### src/rtl/bcd_converter_if.sv
// Handshake and result bundle between the divider-side controller and the BCD converter.
// The master issues conversions; the slave (converter) returns digits and a blank mask.
interface bcd_converter_if #(
    parameter int unsigned WIDTH  = 16,
    parameter int unsigned DIGITS = 5
);
    logic                  start;
    logic [WIDTH-1:0]      value;
    logic                  busy;
    logic                  done;
    logic [4*DIGITS-1:0]   bcd;
    logic [DIGITS-1:0]     blank;

    modport master (output start, value, input  busy, done, bcd, blank);
    modport slave  (input  start, value, output busy, done, bcd, blank);
endinterface

### src/rtl/bcd_converter.sv
// Sequential binary-to-BCD converter (double dabble, one bit per clock) with a
// leading-zero blank mask for the seven-segment driver.
module bcd_converter #(
    parameter int unsigned WIDTH  = 16,
    parameter int unsigned DIGITS = 5
) (
    input  logic           clk,
    input  logic           reset,
    bcd_converter_if.slave bus
);
    localparam int unsigned CW = $clog2(WIDTH + 1);
    localparam logic [DIGITS-1:0] BLANK_RESET = {{(DIGITS-1){1'b1}}, 1'b0};

    function automatic longint unsigned pow10(input int unsigned n);
        longint unsigned p;
        p = 64'd1;
        for (int unsigned i = 0; i < n; i++) p = p * 64'd10;
        return p;
    endfunction

    if (pow10(DIGITS) <= ((64'd1 << WIDTH) - 64'd1)) begin : g_digits_check
        $error("bcd_converter: DIGITS too small to hold 2^WIDTH-1");
    end

    // A digit is blank while it and every digit above it are zero; digit 0 always shows.
    function automatic logic [DIGITS-1:0] blank_of(input logic [4*DIGITS-1:0] d);
        logic [DIGITS-1:0] r;
        logic              lead;
        r    = '0;
        lead = 1'b1;
        for (int unsigned i = DIGITS - 1; i >= 1; i--) begin
            lead = lead && (d[4*i +: 4] == 4'd0);
            r[i] = lead;
        end
        return r;
    endfunction

    typedef enum logic {IDLE, RUN} state_t;

    state_t                state;
    logic [CW-1:0]         count;
    logic [4*DIGITS-1:0]   scratch;
    logic [WIDTH-1:0]      binary;
    logic [4*DIGITS-1:0]   adjusted;
    logic [4*DIGITS-1:0]   scratch_next;
    logic [WIDTH-1:0]      binary_next;

    always_comb begin
        adjusted = scratch;
        for (int unsigned i = 0; i < DIGITS; i++) begin
            if (scratch[4*i +: 4] >= 4'd5) adjusted[4*i +: 4] = scratch[4*i +: 4] + 4'd3;
        end
        {scratch_next, binary_next} = {adjusted, binary} << 1;
    end

    always_ff @(posedge clk or negedge reset) begin
        if (!reset) begin
            state     <= IDLE;
            count     <= '0;
            scratch   <= '0;
            binary    <= '0;
            bus.busy  <= 1'b0;
            bus.done  <= 1'b0;
            bus.bcd   <= '0;
            bus.blank <= BLANK_RESET;
        end else begin
            bus.done <= 1'b0;
            case (state)
                IDLE: begin
                    if (bus.start) begin
                        binary   <= bus.value;
                        scratch  <= '0;
                        count    <= CW'(WIDTH);
                        bus.busy <= 1'b1;
                        state    <= RUN;
                    end
                end
                RUN: begin
                    scratch <= scratch_next;
                    binary  <= binary_next;
                    count   <= count - CW'(1);
                    // The last shift's result goes straight to the outputs on the same edge.
                    if (count == CW'(1)) begin
                        bus.bcd   <= scratch_next;
                        bus.blank <= blank_of(scratch_next);
                        bus.done  <= 1'b1;
                        bus.busy  <= 1'b0;
                        state     <= IDLE;
                    end
                end
                default: state <= IDLE;
            endcase
        end
    end
endmodule

### src/flat_wrapper.sv
// flat-port wrapper written by rule: the top's interface ports become plain ports
module bcd_converter_flat 
#(
    parameter int unsigned WIDTH  = 16,
    parameter int unsigned DIGITS = 5
)
  (clk, reset, bus_start, bus_value, bus_busy, bus_done, bus_bcd, bus_blank);
  bcd_converter_if #(.WIDTH(WIDTH), .DIGITS(DIGITS)) bus_i ();
  input  logic clk;
  input  logic reset;
  input wire logic [$bits(bus_i.start)-1:0] bus_start;
  input wire logic [$bits(bus_i.value)-1:0] bus_value;
  output wire logic [$bits(bus_i.busy)-1:0] bus_busy;
  output wire logic [$bits(bus_i.done)-1:0] bus_done;
  output wire logic [$bits(bus_i.bcd)-1:0] bus_bcd;
  output wire logic [$bits(bus_i.blank)-1:0] bus_blank;
  assign bus_i.start = bus_start;
  assign bus_i.value = bus_value;
  assign bus_busy = bus_i.busy;
  assign bus_done = bus_i.done;
  assign bus_bcd = bus_i.bcd;
  assign bus_blank = bus_i.blank;
  bcd_converter #(.WIDTH(WIDTH), .DIGITS(DIGITS)) u_core (.clk(clk), .reset(reset), .bus(bus_i));
endmodule
### config.mk
export PLATFORM = sky130hd
export DESIGN_NAME = bcd_converter_flat
export DESIGN_NICKNAME = d
export VERILOG_FILES = /design/src/rtl/bcd_converter_if.sv /design/src/rtl/bcd_converter.sv /design/src/flat_wrapper.sv
export SDC_FILE = /design/constraint.sdc
export NUM_CORES = 1
export LEC_CHECK = 0
export CORE_MARGIN = 2
export CORE_UTILIZATION = 55
export DETAILED_ROUTE_END_ITERATION = 8
export GPL_TIMING_DRIVEN = 0
export PLACE_DENSITY = 0.91
export SLEW_MARGIN = 20
export SYNTH_ARGS = -nofsm -noshare
export SYNTH_HDL_FRONTEND = slang
export SYNTH_SLANG_ARGS = --single-unit
### constraint.sdc
create_clock -name clk -period 1.8 [get_ports clk]
set_input_delay 0.27 -clock clk [delete_from_list [all_inputs] [get_ports clk]]
set_output_delay 0.27 -clock clk [all_outputs]
set_load 0.02 [all_outputs]
After elaboration in Yosys (flattened, before gate mapping)

Cells that the tools add are included.

Bits in writable memories: 0
Input bits: 19
Bits in latches: 0
ROM bits: 0
Register bits after elaboration: 68
Output and inout bits: 27
Memories: 0
Logic and storage cells: 51

Equality and inequality tests: 3
Shifts and indexed selects: 0
Reductions and logical operators: 9
Multiplexer cells: 19
Multipliers: 0
Add/sub/neg operators: 6
Divide/modulo/power cells: 0
Bitwise gates (word level): 1
Magnitude comparators: 5

Operators with widths:

| kind                                                              | count |
|---|---|
| case mux 20 bit (2 select lines)                                  | 1 |
| case mux 16 bit (2 select lines)                                  | 1 |
| greater-or-equal comparator 4 x 3 -> 1 bit, second input constant | 5 |
| 2-to-1 mux 20 bit                                                 | 1 |
| adder 4 x 2 -> 4 bit, second input constant                       | 4 |
| zero test 4 bit                                                   | 4 |
| 2-to-1 mux 16 bit                                                 | 1 |
| 2-to-1 mux 4 bit                                                  | 4 |
| case mux 5 bit (2 select lines)                                   | 1 |
| 2-to-1 mux 1 bit                                                  | 6 |
| == test 5 x 1 -> 1 bit, second input constant                     | 1 |
| 2-to-1 mux 5 bit                                                  | 1 |
| subtractor 5 x 1 -> 5 bit, second input constant                  | 1 |
| != test 2 bit, second input constant                              | 2 |
| case mux 1 bit (2 select lines)                                   | 2 |
| AND reduction 2 bit                                               | 2 |
| adder 3 x 2 -> 3 bit, second input constant                       | 1 |
| logical AND 1 bit                                                 | 3 |
| 2-to-1 mux 3 bit                                                  | 1 |
| inverter 1 bit                                                    | 1 |

Depth between registers and ports, before layout

Word-level depth: 6
Depth in mapped cells: 7
Gate-level depth less buffers: 7

Worst setup path after synthesis

No wires, ideal clock.

Path type: register to register
Start: reg u_core.scratch[12]
End: reg u_core.bus.blank[1]
Buffers on the path: 0
Stages on the path, launching flop included: 8
Required time: 1.714 ns
Clock period less this slack: 1.687 ns
Setup time: 0.086 ns
Arrival time: 1.601 ns
Path slack: 0.113 ns
Cell sequence: dfrtp_1 inv_1 ha_1 nand2b_1 a21oi_1 mux2i_1 nand3_1 o31ai_2

Cells in the longest elaborated chain, start to end: 6
Elaborated cells on any way between the ends: 8
Those cells by class: add/sub (1); order compare (1); mux (1); reduce/logical (5)

RTL lines:

| element                                                                                   | RTL line               | source |
|---|---|---|
| from (decl)                                                                               | bcd_converter.sv:42    | `logic [4*DIGITS-1:0] scratch;` |
| from (signal assigned)                                                                    | bcd_converter.sv:79    | `scratch <= scratch_next;` |
| adder 4 x 2 -> 4 bit / greater-or-equal comparator 4 x 3 -> 1 bit (equally long branches) | bcd_converter.sv:51    | `if (scratch[4*i +: 4] >= 4'd5) adjusted[4*i +: 4] = scratch[4*i +: 4] + 4'd3;` |
| 2-to-1 mux 4 bit (*)                                                                      | bcd_converter.sv:51    |  |
| zero test 4 bit                                                                           | bcd_converter.sv:32    | `lead = lead && (d[4*i +: 4] == 4'd0);` |
| logical AND 1 bit (*) (3 in series)                                                       | bcd_converter.sv:32    |  |
| to (signal assigned)                                                                      | bcd_converter.sv:85    | `bus.blank <= blank_of(scratch_next);` |
| to (decl)                                                                                 | bcd_converter_if.sv:15 | `modport slave (input start, value, output busy, done, bcd, blank);` |

Every way passes the cells marked *; elsewhere a longest branch is shown, timed or not.
A chain may end at the register's enable or synchronous reset.

Worst setup path in the final report

Start: reg u_core.scratch[12]
End: reg u_core.bus.blank[2]

Cells in the longest elaborated chain, start to end: 5
Elaborated cells on any way between the ends: 7
Those cells by class: add/sub (1); order compare (1); mux (1); reduce/logical (4)

RTL lines:

| element                                                                                   | RTL line |
|---|---|
| adder 4 x 2 -> 4 bit / greater-or-equal comparator 4 x 3 -> 1 bit (equally long branches) | bcd_converter.sv:51 |
| 2-to-1 mux 4 bit (*)                                                                      | bcd_converter.sv:51 |
| zero test 4 bit                                                                           | bcd_converter.sv:32 |
| logical AND 1 bit (*) (2 in series)                                                       | bcd_converter.sv:32 |

Marked as above.

==> results.json <==
{
  "grt-ovfl-total": 0,
  "cts_root_buf": "clkbuf_8",
  "core_area_sq_um": 5890,
  "outcome": "complete, no violations",
  "rsz0062_at_grt": "true",
  "timing.final.ws_setup_ns": 0.0000477,
  "port_buffers": 43,
  "rows": 28,
  "fin_cells": 482,
  "viasPerCell": 5.97,
  "die_w_um": 81.8,
  "synth_top_cell_area_share": 0.481,
  "grt_max_degree": 36,
  "yosysWarnings": 0,
  "period_share": 1.00,
  "switchingPower_w": 0.00345,
  "async_flop_share": 1.00,
  "powerDensity_nw_per_um2": 1920,
  "grt_pass1_vias": 2744,
  "crit_fanout": 5,
  "drtPass1Iterations": 5,
  "synth_flop_cell": "dfrtp_1",
  "syn_to_final_growth_pct": 27.2,
  "h-tree-depth": 3,
  "slew_violations": 0,
  "p_int_w": 0.00468,
  "globalplace.congestion": 0.866,
  "peakVddDrop_v": 0.00102,
  "worst_pin_slew_ns": 0.608,
  "hp-class": "input pin to flip-flop",
  "antenna_cells": 0,
  "worstPathArrival_ns": 2.06,
  "cts.path.max_buffers": 2,
  "endpoint_kind": "flip-flop",
  "cts_tree": "built",
  "synth_area_sq_um": 3330,
  "antenna_left": 0,
  "hpwl_um": 5330,
  "groute.usage.overall": 0.269,
  "cp.required_ns": 2.06,
  "drt_iter0_markers": 341,
  "route.vias.total": 2879,
  "p_clk_frac": 0.138,
  "utilization": 0.720,
  "seq_area_frac_synth": 0.512,
  "swShare": 0.424,
  "antenna_found_initial": 0,
  "synthCells": 338,
  "leakagePower_nw": 1.91,
  "yosysUniqueCellTypes": 36,
  "fin_skew_ns": 0.00986,
  "finalSetupViolCount": 0,
  "clk-insertion-delay-late_ns": 0.35,
  "die_area_sq_um": 6700,
  "fill_cells": 380,
  "dp_slack_ns": -0.166,
  "post-synth-top-count-cell": "nand2_1",
  "final_nets": 433,
  "clock_sinks": 68,
  "avgRoutedWirePerCell_um": 17.7,
  "place_area_sq_um": 3870,
  "drc_errors": 0,
  "grt_pass1_wl_um": 13500,
  "io_pins": 46,
  "worstSetupStartpointType": "flip-flop",
  "netlist_top_cells_count": "72 x nand2_1, 64 x dfrtp_1, 41 x o21ai_0, 24 x mux2i_1, 14 x a21oi_1",
  "clock.fmax_mhz": 556,
  "pwr-share-seq": 0.337,
  "wirelength_um": 8550,
  "crit_type": "flip-flop to flip-flop",
  "ys_ff_latch": 68,
  "syn_nets": 369,
  "synth_area_leader_cell": "dfrtp_1",
  "hold_violations": 0,
  "slew_headroom": 0.595,
  "numCtsBuffers": 9,
  "initial_core_util": 0.566,
  "period_needed_ns": 1.80,
  "drv_cap": 0,
  "cts.clk_slew.worst_paths_ns": 0.08,
  "drive_gt1_frac": 0.204,
  "placed_cells": 457,
  "p_comb_frac": 0.525,
  "synth-edff-count": 0,
  "avgSynthCellArea_sq_um": 9.86,
  "die_h_um": 81.8,
  "synth.area.top_cells": "dfrtp_1 48%, nand2_1 8.1%, mux2i_1 7.2%",
  "whs_ns": 0.380,
  "design_area_sq_um": 4240
}
==> sequential cells by signal, summed over array words and instances (netlist names) <==
name and cells:
u_core.binary 16, u_core.bus.bcd 20, u_core.bus.blank 4, u_core.bus.busy 1
u_core.bus.done 1, u_core.count 5, u_core.scratch 20, u_core.state 1
==> worst max-delay path, stage by stage (launching register included) <==
cell      delay, ns
dfrtp_2        0.45
inv_2          0.11
ha_2           0.23
nand2b_4       0.07
a21oi_2        0.16
mux2i_1        0.29
nand3_2        0.16
o21ai_0        0.24
==> layout by cell type (no fill, tap or decap), types with 8 or more instances in the layout <==
master	instances
o21ai_0	40
nor2_1	12
clkbuf_8	10
dfrtp_1	61
inv_2	9
mux2i_1	22
clkdlybuf4s50_1	42
nand2_1	72
buf_4	10
clkbuf_1	10
a21oi_1	8
==> final timing paths <==
path | from | to | slack (ns) | depth (start not counted)
max in group asynchronous | reset | u_core.scratch[8] | 0.84 | 3
max reg2reg | u_core.scratch[12] | u_core.bus.blank[2] | 0.00005 | 7
min | bus_start | u_core.state | 0.38 | 3
min in group asynchronous | reset | u_core.binary[6] | 0.41 | 2
max | u_core.scratch[12] | u_core.bus.blank[2] | 0.00005 | 7
min reg2reg | u_core.bus.bcd[5] | u_core.bus.bcd[5] | 0.48 | 2
==> power by group through the flow <==
stage                     sequential, W  combinational, W  clock, W
final                           0.00274           0.00427   0.00112
after global routing            0.00280           0.00464   0.00117
after CTS                       0.00268           0.00373   0.00111
after detailed placement        0.00268           0.00356         0
after global placement          0.00264           0.00338         0
after floorplan                 0.00286           0.00220         0
==> cell families after synthesis <==
kind of cell / count (synthesis) / share of synthesized area
buffers and inverters: 31 / 0.0372
adders and majority gates: 12 / 0.0451
DFF: 68 / 0.512
muxes: 30 / 0.0924
xor gates and xnor gates: 8 / 0.0210
and+or+nand+nor: 109 / 0.151
AOI/OAI and AO/OA: 79 / 0.140
other: 1 / 0.00113
==> layout make-up <==
type	instances	area, sq um	share of cell area
multi-input combinational	239	1620	0.383
clock buffer	11	141	0.0334
tap	75	93.8	0.0221
sequential	68	1710	0.403
buffer	16	67.6	0.0159
clock inverter	5	27.5	0.00649
timing repair buffer	53	518	0.122
inverter	15	56.3	0.0133
==> what timing repair did <==
item,CTS,global route
hold buffers,1,0
gates resized for setup,7,31
endpoints found under the setup margin,5,12
hold endpoints to repair,30,0
pin swaps,4,7
setup buffers,3,5
==> routing by layer <==
layer | vias up | track usage | part of all wire
met5 | - | 0 | 0
met4 | 0 | 0.153 | 0.043
met3 | 36 | 0.0352 | 0.059
met2 | 153 | 0.433 | 0.49
met1 | 1404 | 0.350 | 0.41
li1 | 1286 | - | -
==> per-stage QoR <==
step | power, W | setup TNS [ns]
global route | 0.00861 | -0.280
detailed placement | 0.00624 | -0.435
global placement | 0.00602 | -111.01
finish | 0.00812 | 0
floorplan | 0.00506 | 0
CTS | 0.00752 | 0
Note: power is estimated with default switching activity, not from simulation.
